[config.mk]
export PLATFORM = sky130hd
export DESIGN_NAME = alu_dispatch
export DESIGN_NICKNAME = d
export VERILOG_FILES = /design/src/rtl/alu_dispatch.sv
export SDC_FILE = /design/constraint.sdc
export NUM_CORES = 1
export LEC_CHECK = 0
export CELL_PAD_IN_SITES_DETAIL_PLACEMENT = 0
export CELL_PAD_IN_SITES_GLOBAL_PLACEMENT = 2
export CORE_ASPECT_RATIO = 0.75
export CORE_UTILIZATION = 37
export CTS_CLUSTER_DIAMETER = 200
export DETAILED_ROUTE_END_ITERATION = 7
export GPL_ROUTABILITY_DRIVEN = 0
export PLACE_DENSITY = 0.75
export SYNTH_ARGS = -nofsm -noshare
export SYNTH_HDL_FRONTEND = slang
export SYNTH_SLANG_ARGS = --single-unit
[constraint.sdc]
create_clock -name clk_i -period 9.1 [get_ports clk_i]
set_clock_uncertainty 0.15 [all_clocks]
set_input_delay 0.91 -clock clk_i [delete_from_list [all_inputs] [get_ports clk_i]]
set_output_delay 0.91 -clock clk_i [all_outputs]
set_load 0.005 [all_outputs]
[src/rtl/alu_dispatch.sv]
// ALU dispatch: DEPTH-entry request FIFO feeding a combinational ALU, result held in a one-entry writeback slot.
// Accept->wb_valid_o one edge later (same edge with ALU_DISPATCH_BYPASS_EN); req_ready_o drops only on full FIFO or flush.
package alu_dispatch_pkg;
  localparam int TRANS_ID_BITS = 3;

  typedef enum logic [3:0] {ADD, SUB, XORL, ORL, ANDL, EQ, NE, LTU} fu_op_e;

  typedef struct packed {
    fu_op_e                   operator;
    logic [63:0]              operand_a;
    logic [63:0]              operand_b;
    logic [63:0]              imm;
    logic [TRANS_ID_BITS-1:0] trans_id;
  } fu_data_t;
endpackage

module alu_dispatch
  import alu_dispatch_pkg::*;
#(
  parameter int unsigned DEPTH = 4
) (
  input  logic                     clk_i,
  input  logic                     rst_ni,
  input  logic                     flush_i,
  input  logic                     req_valid_i,
  output logic                     req_ready_o,
  input  fu_data_t                 fu_data_i,
  output fu_data_t                 alu_fu_data_o,
  input  logic [63:0]              alu_result_i,
  input  logic                     alu_branch_res_i,
  output logic                     wb_valid_o,
  input  logic                     wb_ready_i,
  output logic [TRANS_ID_BITS-1:0] wb_trans_id_o,
  output logic [63:0]              wb_result_o,
  output logic                     wb_branch_res_o
);

  localparam int unsigned PW = $clog2(DEPTH);
  localparam int unsigned CW = $clog2(DEPTH + 1);
  localparam logic [CW-1:0] FULL_CNT = CW'(DEPTH);

  typedef enum logic {SLOT_EMPTY, SLOT_FULL} slot_e;

  fu_data_t                 mem_q [DEPTH];
  fu_data_t                 mem_d [DEPTH];
  logic [PW-1:0]            wr_ptr_q, wr_ptr_d, rd_ptr_q, rd_ptr_d;
  logic [CW-1:0]            count_q, count_d;
  logic                     rdy_en_q, rdy_en_d;
  slot_e                    slot_q, slot_d;
  logic [TRANS_ID_BITS-1:0] wb_tid_q, wb_tid_d;
  logic [63:0]              wb_res_q, wb_res_d;
  logic                     wb_br_q, wb_br_d;

  logic fifo_empty, slot_free, push, bypass, fifo_push, fifo_pop, issue;

  always_comb begin
    fifo_empty  = (count_q == '0);
    slot_free   = (slot_q == SLOT_EMPTY) || wb_ready_i;
    // Readiness depends only on registered state and flush, never on wb_ready_i.
    req_ready_o = rdy_en_q && (count_q != FULL_CNT) && !flush_i;
    push        = req_valid_i && req_ready_o;
`ifdef ALU_DISPATCH_BYPASS_EN
    bypass      = push && fifo_empty && slot_free;
`else
    bypass      = 1'b0;
`endif
    fifo_pop    = !fifo_empty && slot_free && !flush_i;
    fifo_push   = push && !bypass;
    issue       = fifo_pop || bypass;

    alu_fu_data_o          = '0;
    alu_fu_data_o.operator = ADD;
    if (bypass) begin
      alu_fu_data_o = fu_data_i;
    end else if (!fifo_empty) begin
      alu_fu_data_o = mem_q[rd_ptr_q];
    end

    mem_d = mem_q;
    if (fifo_push) begin
      mem_d[wr_ptr_q] = fu_data_i;
    end
    wr_ptr_d = wr_ptr_q + PW'(fifo_push);
    rd_ptr_d = rd_ptr_q + PW'(fifo_pop);
    count_d  = count_q + CW'(fifo_push) - CW'(fifo_pop);
    if (flush_i) begin
      wr_ptr_d = '0;
      rd_ptr_d = '0;
      count_d  = '0;
    end
    rdy_en_d = 1'b1;

    slot_d   = slot_q;
    wb_tid_d = wb_tid_q;
    wb_res_d = wb_res_q;
    wb_br_d  = wb_br_q;
    if (flush_i) begin
      slot_d = SLOT_EMPTY;
    end else if (issue) begin
      slot_d   = SLOT_FULL;
      wb_tid_d = alu_fu_data_o.trans_id;
      wb_res_d = alu_result_i;
      wb_br_d  = alu_branch_res_i;
    end else if (wb_ready_i) begin
      slot_d = SLOT_EMPTY;
    end
  end

  always_ff @(posedge clk_i or negedge rst_ni) begin
    if (!rst_ni) begin
      wr_ptr_q <= '0;
      rd_ptr_q <= '0;
      count_q  <= '0;
      rdy_en_q <= 1'b0;
      slot_q   <= SLOT_EMPTY;
      wb_tid_q <= '0;
      wb_res_q <= '0;
      wb_br_q  <= 1'b0;
    end else begin
      wr_ptr_q <= wr_ptr_d;
      rd_ptr_q <= rd_ptr_d;
      count_q  <= count_d;
      rdy_en_q <= rdy_en_d;
      slot_q   <= slot_d;
      wb_tid_q <= wb_tid_d;
      wb_res_q <= wb_res_d;
      wb_br_q  <= wb_br_d;
    end
  end

  // Storage needs no reset: entries are only visible through count_q.
  always_ff @(posedge clk_i) begin
    mem_q <= mem_d;
  end

  assign wb_valid_o      = (slot_q == SLOT_FULL);
  assign wb_trans_id_o   = wb_tid_q;
  assign wb_result_o     = wb_res_q;
  assign wb_branch_res_o = wb_br_q;

endmodule

==> results.sh <==
export IMPL_status="completed"
export IMPL_worst_pin_slew_ns=1.14
export IMPL_cts_setup_buffers=0
export IMPL_endpoint_kind="primary output"
export IMPL_slew_headroom=0.239
export IMPL_htree_num_levels=3
export IMPL_ys_warn_count=0
export IMPL_synth_distinct_cells=28
export IMPL_fmax_mhz=189
export IMPL_grt_ovfl_total=0
export IMPL_cts_hold_buf=0
export IMPL_fin_tns_setup_ns=0
export IMPL_worstPathArrival_ns=4.22
export IMPL_drc=0
export IMPL_syn_num_nets=1722
export IMPL_cp_max_fo=97
export IMPL_routed_wl_um=74900
export IMPL_ir_drop_v=0.000206
export IMPL_ctsResizeCount=0
export IMPL_cts_root_buf="clkbuf_16"
export IMPL_die_w_um=347
export IMPL_critical_path_class="reg2out"
export IMPL_die_height_um=261
export IMPL_nFillCells=7209
export IMPL_grt_max_degree=121
export IMPL_nets=2296
export IMPL_finalCritPeriodShare=0.581
export IMPL_initial_core_util=0.375
export IMPL_cap_violations=0
export IMPL_final_layout_size_suffix_gt1_frac=0.200
export IMPL_hpwl_um=46100
export IMPL_hold_path_class="reg2reg"
export IMPL_io_pin_count=538
export IMPL_layout_commonest_cell="edfxtp_1"
export IMPL_cp_start_kind="flop"
export IMPL_ys_seq_elements=873
export IMPL_syn2layout_area_growth_pct=28.5
export IMPL_post_dp_cell_area_um2=39600
export IMPL_grt_total_usage=0.163
export IMPL_p_total_w=0.0114
export IMPL_max_stage_delay_ns=0.65
export IMPL_grt_setup_unrepaired="no"
export IMPL_antenna_found_initial=15
export IMPL_route_antenna_remaining_nets=0
export IMPL_grt_pass1_vias=16900
export IMPL_syn_inst=1450
export IMPL_num_vias=16000
export IMPL_firstDrtPassIters=4
export IMPL_p_int_w=0.00847
export IMPL_cellLeakagePower_nw=13.4
export IMPL_p_seq_frac=0.417
export IMPL_required_ns=8.04
export IMPL_instances_no_fill=3250
export IMPL_cts_sinks=873
export IMPL_path_clk_slew_ns=0.06
export IMPL_netSwitchingFraction=0.256
export IMPL_grt_pass1_wl_um=109000
export IMPL_synth_area_um2=33000
export IMPL_via_per_inst=4.91
export IMPL_rows=94
export IMPL_power_switching_w=0.00292
export IMPL_finalSetupViolations=0
export IMPL_power_density_nw_per_um2=269
export IMPL_numCtsBuffers=87
export IMPL_final_cell_mix="796 x edfxtp_1, 536 x clkdlybuf4s50_1, 202 x nor2b_1"
export IMPL_combPwrFrac=0.282
export IMPL_power_share_clock=0.301
export IMPL_slowest_stage="dfrtp_4"
export IMPL_drv_slew=0
export IMPL_core_area_um2=88000
export IMPL_die_area_um2=90300
export IMPL_clockBufferDepth=3
export IMPL_io_buffers=537
export IMPL_seq_area_frac_synth=0.783
export IMPL_fin_area_um2=42400
export IMPL_drt_iter0_markers=1030
export IMPL_wl_per_cell_um=23.1
export IMPL_dp_cells=3087
export IMPL_finalHoldViolations=0
export IMPL_tritoncts="yes"
export IMPL_avgSynthCellArea_um2=22.7
export IMPL_layout_min_cycle_time_ns=5.28
export IMPL_crit_path_frequent_cell="buf_12"
export IMPL_insertion_delay_ns=0.62
export IMPL_cp_cell_sequence="buf_12 > buf_12 > mux4_2 > nor2b_1 > clkdlybuf4s50_1"
Yosys cell counts:
master | n | area [um^2]
ha_1 | 2 | 25.0
o21ai_0 | 1 | 5.00
nor2b_1 | 202 | 1260
dfrtp_1 | 77 | 1930
xnor2_1 | 2 | 17.5
inv_1 | 2 | 7.51
and3_1 | 2 | 12.5
nand3b_1 | 1 | 7.51
nor2_1 | 6 | 22.5
a21oi_1 | 2 | 10.0
or3b_2 | 1 | 8.76
edfxtp_1 | 796 | 23900
buf_1 | 17 | 63.8
and3b_1 | 1 | 8.76
buf_4 | 1 | 7.51
clkbuf_1 | 24 | 90.1
mux2i_1 | 1 | 10.0
mux2_2 | 68 | 766
conb_1 | 1 | 3.75
buf_2 | 20 | 100
fa_1 | 1 | 20.0
nand3_1 | 2 | 10.0
mux4_2 | 199 | 4480
nor3b_1 | 3 | 22.5
nand2b_1 | 2 | 12.5
buf_6 | 13 | 146
nor3_1 | 1 | 5.00
xor2_1 | 2 | 17.5
cells by family after synthesis:
| group | after synthesis | synth area share |
|---|---|---|
| multiplexers | 268 | 0.159 |
| buffers and inverters | 77 | 0.0126 |
| adder cells (fa/ha/maj) | 3 | 0.00137 |
| AO/OA/AOI/OAI | 3 | 0.000455 |
| AND/OR/NAND/NOR | 221 | 0.0417 |
| other | 1 | 0.000114 |
| flip-flops | 873 | 0.783 |
| XOR/XNOR | 4 | 0.00106 |
area by class of cell:
class	count	area, um^2	area share
Sequential cell	873	25800	0.610
Multi-Input combinational cell	500	6770	0.160
Timing Repair Buffer	560	5580	0.132
Clock buffer	111	2320	0.0548
Tap cell	1152	1440	0.0340
Clock inverter	47	404	0.00954
Antenna cell	5	12.5	0.000295
Inverter	2	7.51	0.000177
registers in the layout, summed over array words and instances, names as in the netlist:
signal,count
wb_result_o,64
wr_ptr_q,2
mem_q,796
wb_branch_res_o,1
wb_trans_id_o,3
rdy_en_q,1
count_q,3
rd_ptr_q,2
wb_valid_o,1
path summary, 6_finish.rpt:
path | startpoint | end | slack (ns) | depth (start not counted)
hold reg to reg | wb_trans_id_o[2]$_DFFE_PN0P_ | wb_trans_id_o[2]$_DFFE_PN0P_ | 0.35 | 1
min in group asynchronous | rst_ni | wb_result_o[19]$_DFFE_PN0P_ | 0.36 | 2
hold / removal | wb_trans_id_o[2]$_DFFE_PN0P_ | wb_trans_id_o[2]$_DFFE_PN0P_ | 0.35 | 1
setup / recovery | rd_ptr_q[0]$_DFF_PN0_ | alu_fu_data_o[196] | 3.82 | 5
max in group asynchronous | rst_ni | rd_ptr_q[0]$_DFF_PN0_ | 7.65 | 2
setup reg to reg | count_q[2]$_DFF_PN0_ | mem_q[399]$_DFFE_PP_ | 5.64 | 5
worst max-delay path: cells and delay by family (launching register included):
kind / cells / cell delay [ns]
AND/OR/NAND/NOR: 1 / 0.15
multiplexers: 1 / 0.61
flip-flops: 1 / 0.65
buffers and inverters: 3 / 1.70
power groups by stage:
stage,clock network [W],logic [W],registers [W]
after floorplan,0,0.00158,0.00481
after global placement,0,0.00328,0.00483
after detailed placement,0,0.00328,0.00484
after CTS,0.00353,0.00330,0.00475
after global routing,0.00366,0.00345,0.00478
final,0.00343,0.00322,0.00475
through the flow:
stage,setup slack (ns),hold slack [ns],utilization
CTS,3.70,0.357,0.481
finish,3.82,0.355,0.482
floorplan,2.06,0.355,-
global route,3.50,0.366,0.482
detailed placement,4.22,0.344,0.450
global placement,4.29,0.340,0.450
metal layers:
| metal | global-route usage | up-vias | part of all wire |
|---|---|---|---|
| li1 | - | 7043 | - |
| met1 | 0.216 | 8324 | 0.42 |
| met2 | 0.257 | 470 | 0.48 |
| met3 | 0.0554 | 106 | 0.082 |
| met4 | 0.0431 | 22 | 0.017 |
| met5 | 0 | - | 0.0019 |
Note: power is estimated with default switching activity, not from simulation.
==> edit 1: new RTL, config.mk and constraints unchanged <==
`wb_res_q` no longer has a reset.
--- a/src/rtl/alu_dispatch.sv
+++ b/src/rtl/alu_dispatch.sv
@@ -114,7 +114,6 @@
       rdy_en_q <= 1'b0;
       slot_q   <= SLOT_EMPTY;
       wb_tid_q <= '0;
-      wb_res_q <= '0;
       wb_br_q  <= 1'b0;
     end else begin
       wr_ptr_q <= wr_ptr_d;
@@ -123,9 +122,12 @@
       rdy_en_q <= rdy_en_d;
       slot_q   <= slot_d;
       wb_tid_q <= wb_tid_d;
-      wb_res_q <= wb_res_d;
       wb_br_q  <= wb_br_d;
     end
+  end
+
+  always_ff @(posedge clk_i) begin
+    wb_res_q <= wb_res_d;
   end
 
   // Storage needs no reset: entries are only visible through count_q.
Behaviour: not the same (a bounded check fails within 4 cycles, from zero or initial values and one cycle with rst_ni low; the reset may be asserted at any time).
==> edit 1 against the unedited design <==
- non-clock buffer count is 6 lower
- sequential share of layout area grew 1.2 points
- sequential cell count is the same
- maximum frequency up 6.5%
- worst setup slack better by 0.32 ns
- count of clock-buffer cells in the layout up 5
- cell count decreased by 2.5%
- cell area decreased by 0.66%
- area after synthesis down 1.2%
- via count down 3.7%
- routed wire length down 5.5%
- total power shrank 3.3%
- critical path type unchanged
==> edit 1: results (changes against the unedited design) <==
Drt:
- The first-pass iteration count of the detailed router came to 5 (was 4).
- The routed wire length on met2 came to 36000 µm (about the same).
- The routed wire length on met3 is 4260 µm (was 6120 µm).
- The wire length per cell is 22.3 µm (was 23.1 µm).
- The DRC violation total after the first TritonRoute iteration is 996 (was 1030).

Final layout:
- The final core area utilization is 0.487 (was 0.482).
- The area of the multi-input gates is 6060 µm² (was 6770 µm²).
- The relative area of non-clock buffer cells in the final design is 0.133 (was 0.132).
- The filler-free cell count of the finished design came to 3168 (was 3250).
- The footprint of the flip-flops and latches is 26200 µm² (was 25800 µm²).
- The clock network area share is 0.0676 (was 0.0643).
- The number of buffers other than clock buffers in the final layout is 554 (was 560).
- The final-layout fill cell count is 6994 (was 7209).
- The share of layout cells above drive strength 1 is 0.175 (was 0.200).
- The net count of the finished layout is 2227 (was 2296).

Global routing:
- The global routing usage summed across all routing layers is 0.158 (was 0.163).
- The initial antenna violation count came to 8 (was 15).
- The met3 track demand over resource is 0.0416 (was 0.0554).
- The met2 routing resource usage after global routing is 0.264 (was 0.257).

Synth:
- The number of enable flip-flop cells after synthesis is 860 (was 796).
- The number of nets produced by synthesis is 1650 (was 1722).
- The number of distinct library cells after synthesis is 29 (was 28).
- Top cells by area in the synthesized netlist: sky130_fd_sc_hd__edfxtp_1, sky130_fd_sc_hd__mux4_2, sky130_fd_sc_hd__nor2b_1, sky130_fd_sc_hd__dfrtp_1, sky130_fd_sc_hd__buf_6 (was sky130_fd_sc_hd__edfxtp_1, sky130_fd_sc_hd__mux4_2, sky130_fd_sc_hd__dfrtp_1, sky130_fd_sc_hd__nor2b_1, sky130_fd_sc_hd__mux2_2).
- Most common library cells after synthesis: sky130_fd_sc_hd__edfxtp_1, sky130_fd_sc_hd__nor2b_1, sky130_fd_sc_hd__mux4_2 (unchanged).

Critical path:
- The endpoint of the worst setup timing path was alu_fu_data_o[22] (was alu_fu_data_o[196]).
- The stage delay of the slowest cell on the critical path came to 0.82 ns (was 0.65 ns).
- The setup slack of the most critical reg-to-reg path was 5.86 ns (was 5.64 ns).
- The destination of the worst register-to-register timing path is mem_q[287] (was mem_q[399]).
- The worst reg-to-reg path cell count is 4 (was 5).
- The worst endpoint data arrival time is 3.90 ns (was 4.22 ns).

Placement:
- The number of placed instances, taps included came to 3005 (was 3087).
- The post-place setup slack is 4.62 ns (was 4.22 ns).
- The post-detailed-placement cell area is 39200 µm² (was 39600 µm²).
- The HPWL reported at the end of detailed placement came to 42500 µm (was 46100 µm).

Pwr:
- The maximum vdd ir drop came to 0.000169 V (was 0.000206 V).
- The reported leakage power was 13.1 nW (was 13.4 nW).

Outcome:
- Outcome: completed (unchanged).

Clock tree:
- The number of CTS-inserted buffers is 88 (was 87).
[edit 1: power groups by stage]
stage	sequential (mW)	clock, mW	combinational [mW]
3_5_place_dp	4.81	0	2.84
3_3_place_gp	4.80	0	2.84
2_1_floorplan	4.75	0	1.41
4_1_cts	4.73	3.62	2.86
5_1_grt	4.74	3.77	2.99
6_report	4.72	3.52	2.77
[edit 1: worst reg2reg max path, stage by stage (launching register included)]
cell and delay (ns):
sky130_fd_sc_hd__dfrtp_1 0.44, sky130_fd_sc_hd__nor3b_1 0.20, sky130_fd_sc_hd__nor2_1 0.31, sky130_fd_sc_hd__and3_4 0.79, sky130_fd_sc_hd__buf_4 0.93
[edit 1: cells by family (layout without fill, tap and decap cells)]
logic type	count (synthesis)	count (layout)	synth area share
AO/OA/AOI/OAI	3	3	0.000461
XOR/XNOR	4	4	0.00108
multiplexers	204	204	0.139
AND/OR/NAND/NOR	221	221	0.0425
buffers and inverters	69	716	0.0122
flip-flops	873	873	0.803
other	1	4	0.000115
adder cells (fa/ha/maj)	3	3	0.00138
==> edit 2: new RTL, same settings <==
Made on the original files. Change the parameter `DEPTH` from 4 to 2.
--- a/src/rtl/alu_dispatch.sv
+++ b/src/rtl/alu_dispatch.sv
@@ -17,7 +17,7 @@
 module alu_dispatch
   import alu_dispatch_pkg::*;
 #(
-  parameter int unsigned DEPTH = 4
+  parameter int unsigned DEPTH = 2
 ) (
   input  logic                     clk_i,
   input  logic                     rst_ni,
Function: no difference found for any inputs over 4 cycles, from zero or initial values and one cycle with rst_ni low; that may be too few to reach the edited logic, so the function may still have changed.
==> edit 2 against the unedited design <==
- hold slack worse by 0.018 ns
- cell area is 40% lower
- worst setup slack better by 0.81 ns
- routed wire length is 38% lower
- maximum frequency is 18% higher
- sequential cell count is 401 lower
- total power is 39% lower
- synthesized cell count is 30% lower
- register-to-register slack worse by 0.52 ns
- area after synthesis is 46% lower
- first-iteration DRC count is 53% lower
- largest cell class unchanged
==> edit 2: results (changes against the unedited design) <==
Outcome:
- Outcome: completed (unchanged).

Global routing:
- The global routing usage summed across all routing layers is 0.182 (was 0.163).
- The pin count of the biggest net entering global routing was 119 (was 121).
- The initial antenna violation count is 9 (was 15).
- The global-route wire length before repair is 65800 µm (was 109000 µm).
- The via count of the first global-routing pass is 10378 (was 16869).

Synth:
- The number of distinct library cells after synthesis is 24 (was 28).
- The share of flip-flops with an asynchronous set or reset came to 0.157 (was 0.0882).
- Most common library cells after synthesis: sky130_fd_sc_hd__edfxtp_1, sky130_fd_sc_hd__nor2_1, sky130_fd_sc_hd__mux2i_1 (was sky130_fd_sc_hd__edfxtp_1, sky130_fd_sc_hd__nor2b_1, sky130_fd_sc_hd__mux4_2).
- The number of enable flip-flop cells after synthesis is 398 (was 796).
- Top cells by area in the synthesized netlist: sky130_fd_sc_hd__edfxtp_1, sky130_fd_sc_hd__mux2i_1, sky130_fd_sc_hd__dfrtp_1, sky130_fd_sc_hd__nor2_1, sky130_fd_sc_hd__mux2_2 (was sky130_fd_sc_hd__edfxtp_1, sky130_fd_sc_hd__mux4_2, sky130_fd_sc_hd__dfrtp_1, sky130_fd_sc_hd__nor2b_1, sky130_fd_sc_hd__mux2_2).
- The number of nets produced by synthesis is 1289 (was 1722).

Pwr:
- The maximum vdd ir drop is 0.000235 V (was 0.000206 V).
- The sequential share of power is 0.389 (was 0.417).
- The clock network power consumption was 1.88 mW (was 3.43 mW).
- The design internal power came to 5.05 mW (was 8.47 mW).
- The reported leakage power is 8.55 nW (was 13.4 nW).

Drt:
- The overall routed net length is 46100 µm (was 74900 µm).
- The routed wire length on met2 came to 21900 µm (was 36000 µm).
- The routed wire length on met3 came to 4170 µm (was 6120 µm).

Critical path:
- The worst reg2reg path startpoint is count_q[0] (was count_q[2]).
- The worst reg-to-reg path cell count was 11 (was 5).
- The stage delay of the slowest cell on the critical path is 0.85 ns (was 0.65 ns).
- The cell type of the slowest stage on the worst timing path was sky130_fd_sc_hd__buf_4 (was sky130_fd_sc_hd__dfrtp_4).
- The worst endpoint data arrival time is 3.41 ns (was 4.22 ns).
- The largest fanout on the critical path is 78 (was 97).

Clock tree:
- The number of CTS-inserted buffers is 48 (was 87).
- The clock latency on the worst-skew pair was 0.54 ns (was 0.62 ns).
- The number of H-tree levels is 2 (was 3).

Min path:
- The worst hold path startpoint is wb_result_o[22] (was wb_trans_id_o[2]).
- The endpoint of the worst hold path is wb_result_o[22] (was wb_trans_id_o[2]).

Final layout:
- The flip-flop count of the largest register, all copies and words added was 398 (was 796).
- The final-layout fill cell count was 3942 (was 7209).

Timing:
- The transition at the pin with the smallest max-transition slack was 1.08 ns (was 1.14 ns).

Placement:
- The count of buffers inserted at the top-level ports came to 537 (unchanged).
- The HPWL reported at the end of detailed placement is 31100 µm (was 46100 µm).
==> edit 2: cell types whose count changed after synthesis, sizes merged, moves of 3 or more <==
cell / unedited run / this run
nor2b: 202 / 3
nor2: 6 / 203
clkbuf: 24 / 11
mux4: 199 / 0
edfxtp: 796 / 398
mux2i: 1 / 199
buf: 51 / 42
dfrtp: 77 / 74
==> edit 2: area by class of cell <==
| class | count | area share |
|---|---|---|
| antenna | 4 | 0.000396 |
| clock buffer | 72 | 0.0543 |
| clock inverter | 16 | 0.00524 |
| inverter | 2 | 0.000297 |
| multi-input combinational | 489 | 0.146 |
| sequential | 472 | 0.546 |
| tap | 639 | 0.0316 |
| timing repair buffer | 548 | 0.216 |
==> edit 2: worst max path at each step <==
stage	from	to	slack [ns]	cells after the start
floorplan	flush_i	mem_q[0]	2.13	4
global placement	flush_i	mem_q[228]	4.45	5
detailed placement	flush_i	mem_q[29]	4.45	5
CTS	count_q[0]	alu_fu_data_o[1]	4.52	5
global route	count_q[0]	alu_fu_data_o[0]	4.38	5
finish	count_q[0]	alu_fu_data_o[1]	4.63	5
==> edit 2: kinds of logic after synthesis <==
group                      count (synthesis)  synth area share
other                                      1          0.000211
adders and majority gates                  4           0.00282
AOI/OAI and AO/OA                          2          0.000564
and+or+nand+nor                          214            0.0472
DFF                                      472             0.778
buffers and inverters                     55            0.0150
muxes                                    267             0.155
xor gates and xnor gates                   1          0.000494
==> edit 2: worst reg2reg max path: stages (launching register included) <==
cell and delay (ns):
sky130_fd_sc_hd__dfrtp_1 0.43, sky130_fd_sc_hd__nor2_4 0.13, sky130_fd_sc_hd__buf_4 0.65, sky130_fd_sc_hd__buf_4 0.92, sky130_fd_sc_hd__nor3_4 0.09, sky130_fd_sc_hd__buf_4 0.43, sky130_fd_sc_hd__ha_1 0.45, sky130_fd_sc_hd__inv_1 0.04
sky130_fd_sc_hd__ha_1 0.18, sky130_fd_sc_hd__xor2_1 0.15, sky130_fd_sc_hd__and2_1 0.15, sky130_fd_sc_hd__nor3_1 0.12
==> edit 2: stage by stage <==
| stage | area [µm²] | hold slack [ns] | power [mW] | worst slack (ns) | std cells |
|---|---|---|---|---|---|
| final | 25300 | 0.337 | 6.98 | 4.63 | 2242 |
| after global routing | 25300 | 0.359 | 7.33 | 4.38 | 2240 |
| after CTS | 25300 | 0.338 | 7.09 | 4.52 | 2238 |
| after detailed placement | 23800 | 0.324 | 5.17 | 4.45 | 2150 |
| after global placement | 23800 | 0.319 | 5.16 | 4.45 | 2150 |
| after floorplan | 17700 | 0.333 | 3.69 | 2.13 | 1016 |
==> edit 2: metal layers <==
layer | vias to the layer above | GRT usage
met5 | - | 0
met4 | 10 | 0.0440
met3 | 68 | 0.0684
met2 | 318 | 0.288
met1 | 5084 | 0.237
li1 | 4848 | -
